==> src/rtl/bitonic_32_loader.sv <==
// Packs a LANES-wide valid/ready element stream into DATALENGTH-wide frames
// for the bitonic sorter, padding short frames and strobing each finished vector.
module bitonic_32_loader #(
  parameter int unsigned          DATAWIDTH  = 8,
  parameter int unsigned          DATALENGTH = 32,
  parameter int unsigned          LANES      = 4,
  parameter logic [DATAWIDTH-1:0] PAD_VALUE  = '0,
  parameter int unsigned          IDW        = 4,
  localparam int unsigned         NW         = $clog2(LANES + 1),
  localparam int unsigned         CW         = $clog2(DATALENGTH + 1)
) (
  input  logic                                 clk_i,
  input  logic                                 rstn_i,
  input  logic                                 in_valid_i,
  output logic                                 in_ready_o,
  input  logic [LANES-1:0][DATAWIDTH-1:0]      in_data_i,
  input  logic [NW-1:0]                        in_num_i,
  input  logic                                 in_last_i,
  output logic                                 vec_valid_o,
  output logic [DATALENGTH-1:0][DATAWIDTH-1:0] vec_o,
  output logic [CW-1:0]                        vec_len_o,
  output logic [IDW-1:0]                       frame_id_o
);

  typedef enum logic {FILL, EMIT} state_t;

  state_t                               state_q, state_d;
  logic                                 ready_q;
  logic [DATALENGTH-1:0][DATAWIDTH-1:0] fill_q, fill_d, vec_d;
  logic [CW-1:0]                        cnt_q, take, cnt_sum;
  logic                                 accept, done;

  // Non-last beats are always full; a last beat contributes at most LANES.
  function automatic logic [CW-1:0] lanes_taken(input logic last, input logic [NW-1:0] num);
    if (!last) return CW'(LANES);
    if (num > NW'(LANES)) return CW'(LANES);
    return CW'(num);
  endfunction

  assign in_ready_o = ready_q;

  always_comb begin
    accept  = in_valid_i && ready_q;
    take    = lanes_taken(in_last_i, in_num_i);
    cnt_sum = cnt_q + take;
    done    = accept && ((cnt_sum == CW'(DATALENGTH)) || (in_last_i && (cnt_sum != '0)));
    fill_d  = fill_q;
    vec_d   = fill_q;
    // cnt_q is always a multiple of LANES when a beat lands, so slot k takes lane k%LANES.
    for (int k = 0; k < int'(DATALENGTH); k++) begin
      if (accept && (k >= int'(cnt_q)) && (k < int'(cnt_sum)))
        fill_d[k] = in_data_i[k % int'(LANES)];
      vec_d[k] = (k < int'(cnt_sum)) ? fill_d[k] : PAD_VALUE;
    end
  end

  always_comb begin
    state_d = state_q;
    case (state_q)
      FILL:    if (done) state_d = EMIT;
      EMIT:    state_d = FILL;
      default: state_d = FILL;
    endcase
  end

  // Ready is registered from the next state so it is low during reset and the strobe cycle.
  always_ff @(posedge clk_i or negedge rstn_i) begin
    if (!rstn_i) begin
      state_q <= FILL;
      ready_q <= 1'b0;
    end else begin
      state_q <= state_d;
      ready_q <= (state_d == FILL);
    end
  end

  always_ff @(posedge clk_i or negedge rstn_i) begin
    if (!rstn_i) begin
      fill_q      <= {DATALENGTH{PAD_VALUE}};
      cnt_q       <= '0;
      vec_valid_o <= 1'b0;
      vec_o       <= {DATALENGTH{PAD_VALUE}};
      vec_len_o   <= '0;
      frame_id_o  <= '0;
    end else begin
      vec_valid_o <= done;
      if (state_q == EMIT) begin
        fill_q <= {DATALENGTH{PAD_VALUE}};
        cnt_q  <= '0;
      end else if (accept) begin
        fill_q <= fill_d;
        cnt_q  <= cnt_sum;
      end
      if (done) begin
        vec_o      <= vec_d;
        vec_len_o  <= cnt_sum;
        frame_id_o <= frame_id_o + IDW'(1);
      end
    end
  end

endmodule
==> config.mk <==
export PLATFORM = sky130hd
export DESIGN_NAME = bitonic_32_loader
export DESIGN_NICKNAME = d
export VERILOG_FILES = /design/src/rtl/bitonic_32_loader.sv
export SDC_FILE = /design/constraint.sdc
export NUM_CORES = 1
export LEC_CHECK = 0
export ABC_AREA = 1
export ABC_CLOCK_PERIOD_IN_PS = 3400
export CAP_MARGIN = 20
export CORE_MARGIN = 2
export CORE_UTILIZATION = 55
export DETAILED_ROUTE_END_ITERATION = 6
export GPL_TIMING_DRIVEN = 0
export PLACE_DENSITY = 0.83
export SYNTH_ARGS = -nofsm -noshare
export SYNTH_HDL_FRONTEND = slang
export SYNTH_SLANG_ARGS = --single-unit
==> constraint.sdc <==
create_clock -name clk_i -period 3.4 [get_ports clk_i]
set_clock_uncertainty 0.2 [all_clocks]
set_input_delay 0.51 -clock clk_i [delete_from_list [all_inputs] [get_ports clk_i]]
set_output_delay 0.51 -clock clk_i [all_outputs]
set_load 0.03 [all_outputs]
==> flow_metrics.py <==
metrics = {
    "outcome": {
        "status": "completed",
    },
    "global_routing": {
        "grt_start_max_net_pins": 128,
        "overflow": 0,
        "track_usage_pct": 34.4,
        "antenna_found_initial": 0,
        "grt_pass1_wl_um": 109000,
        "grt_pass1_vias": 19800,
    },
    "place": {
        "pre_cts_ws_ns": -1.56,
        "gp_congestion": 0.940,
        "placed_area_um2": 26000,
        "port_buffers": 306,
        "hpwl_um": 51200,
    },
    "run": {
        "cap_violations": 0,
    },
    "setup_path": {
        "start_kind": "flip-flop",
        "worstRegToRegCells": 14,
        "worstSetupPathType": "flip-flop to flip-flop",
        "path_max_fanout": 10,
        "worstPathArrival_ns": 3.55,
        "cp-end-kind": "flip-flop",
        "crit_required_ns": 3.65,
    },
    "routing": {
        "drt_iter0_drc": 1852,
        "via_per_inst": 5.69,
        "routedWlPerCell_um": 20.3,
        "ant_nets": 0,
        "drtPass1Iterations": 6,
        "drc": 0,
        "vias": 20100,
        "drt-total-wl_um": 71600,
    },
    "sta": {
        "period_share_pct": 97.0,
        "maxSlewHeadroom_pct": 16.0,
        "max_freq_mhz": 303,
        "fin_ws_ns": 0.101,
        "setup_viol": 0,
        "grt_setup_unrepaired": "yes",
        "worst_pin_slew_ns": 1.26,
        "min_period_ns": 3.30,
        "final_max_slew_viol_count": 0,
        "hold_viol_final": 0,
    },
    "layout": {
        "area_delta_synth_final_pct": 28.3,
        "fin_nets": 3008,
        "fillers": 2910,
        "drive_gt1_share_pct": 8.53,
        "diodes": 0,
        "fin_area_um2": 28400,
        "multi_input_area_um2": 8010,
        "seq_area_um2": 13300,
    },
    "floorplanning": {
        "initial_core_util_pct": 55.7,
        "fp.dieW_um": 205,
        "boundaryPins": 307,
        "die_h_um": 205,
        "row_count": 73,
        "die_area_um2": 41900,
        "core-area_um2": 39700,
    },
    "synthesis": {
        "syn_inst": 2581,
        "synth_top_area_cell": "dfrtp_1",
        "ys_warn_count": 0,
        "ys.flop_type": "dfrtp_1",
        "yosys.cell_types.count": 32,
        "synth_edf_count": 0,
        "syn_nets": 2625,
        "yosys.area.top_type_share_pct": 60.0,
        "yosysSeqAreaShare_pct": 60.0,
        "syn_area_per_cell_um2": 8.58,
        "synth.area.top_cells": "dfrtp_1 60%, nand2_1 15%, o21ai_0 6.1%",
        "synth_commonest_cells": "907 x nand2_1, 531 x dfrtp_1, 269 x o21ai_0",
        "synthesis.area_um2": 22100,
        "ys_ff_latch": 531,
        "synthArstFlopShare_pct": 100,
        "synth_most_common_cell": "nand2_1",
    },
    "power": {
        "power.leakage_nw": 14.4,
        "power_density_nw_per_um2": 937,
        "irDropWorstVdd_mv": 0.624,
    },
    "clock_network": {
        "cts_max_level": 2,
        "clkTransAtPathRegs_ns": 0.06,
        "cts-root-buf": "clkbuf_16",
        "cts_buffers": 52,
        "cts_tree": "built",
        "cts_buffer_depth": 3,
        "clkLatencyLatePin_ns": 0.61,
        "clkSinkCount": 531,
    },
    "worst_hold_path": {
        "hp-class": "flip-flop to flip-flop",
        "whs_path_depth": 2,
    },
}
final timing paths:
kind / start / end / slack (ns)
min reg2reg: vec_o[74] / vec_o[74] / 0.28
min: vec_o[74] / vec_o[74] / 0.28
min in group asynchronous: rstn_i / vec_o[152] / 0.30
max: cnt_q[0] / vec_o[218] / 0.10
max reg2reg: cnt_q[0] / vec_o[218] / 0.10
max in group asynchronous: rstn_i / vec_o[168] / 1.15
metrics by stage:
step | instances | utilization, % | hold slack, ns | power (mW) | TNS (ns)
4_1_cts | 3516 | 70.8 | 0.285 | 26.2 | 0
3_5_place_dp | 3416 | 65.4 | 0.264 | 20.1 | -572.33
6_report | 3527 | 71.6 | 0.282 | 26.6 | 0
3_3_place_gp | 3412 | 65.1 | 0.265 | 19.7 | -
2_1_floorplan | 2581 | - | 0.0144 | 15.9 | 0
5_1_grt | 3527 | 71.6 | 0.291 | 28.1 | -0.216
logic make-up after synthesis:
group                    share of synthesized area, %
AND/OR/NAND/NOR                                  24.6
flip-flops                                       60.0
AO/OA/AOI/OAI                                    9.38
buffers and inverters                            5.47
adder cells (fa/ha/maj)                         0.316
XOR/XNOR                                        0.192
state kept, by name, summed over array words and instances, names as in the netlist:
signal       flops
cnt_q            6
fill_q         256
frame_id_o       4
in_ready_o       1
state_q          1
vec_len_o        6
vec_o          256
vec_valid_o      1
routing by layer:
metal	part of all wire, %	routed length, um	track usage, %	vias to the layer above
li1	-	-	-	8972
met1	39	27600	45.2	9729
met2	46	33000	54.4	1089
met3	9.5	6780	6.75	262
met4	5.8	4140	18.5	0
met5	0	0	0	-
timing repair:
action / 4_1_cts / 5_1_grt
endpoints found under the setup margin: 502 / 478
pin swaps: 8 / 5
cloned: 0 / 4
hold endpoints to repair: 80 / 0
buffers inserted: 9 / 9
resized for setup: 109 / 64
hold buffers: 1 / 0
worst max-delay path: stages (launching register included):
cell and delay (ns):
dfrtp_1 0.55, ha_2 0.26, inv_1 0.05, fa_2 0.39, inv_1 0.08, nand3_1 0.08
nand2_1 0.08, nand2_1 0.08, nand2_4 0.13, nand3_1 0.17, nand2_4 0.18, nand2_1 0.19
buf_2 0.24, a21oi_1 0.31, o21ai_0 0.17
power by group:
part / internal, mW / switching (mW)
registers: 8.25 / 0.960
clock network: 3.23 / 2.43
logic: 3.85 / 7.92
total: 15.3 / 11.3
layout by cell type (no fill, tap or decap), drive strengths merged:
cell and n:
ha 4, dfrtp 531, buf 76, inv 203
nand4 44, a31oi 1, nand3 96, and2 48
clkbuf 119, nor2 228, clkinvlp 1, a21oi 100
o21ai 295, clkdlybuf4s50 304, dlygate4sd3 1, a211oi 4
bufinv 1, xnor2 4, dlygate4sd2 1, o21a 1
nor3 5, o22ai 5, nand2 915, clkinv 14
fa 1
area by class of cell:
class                      instances  share of cell area (%)
inverter                         204                    2.72
multi-input combinational       1751                    28.2
buffer                            93                    2.28
clock inverter                    15                   0.392
clock buffer                      77                    5.48
timing repair buffer             331                    11.9
tap                              525                    2.31
sequential                       531                    46.7
(Power assumes the default switching activity.)
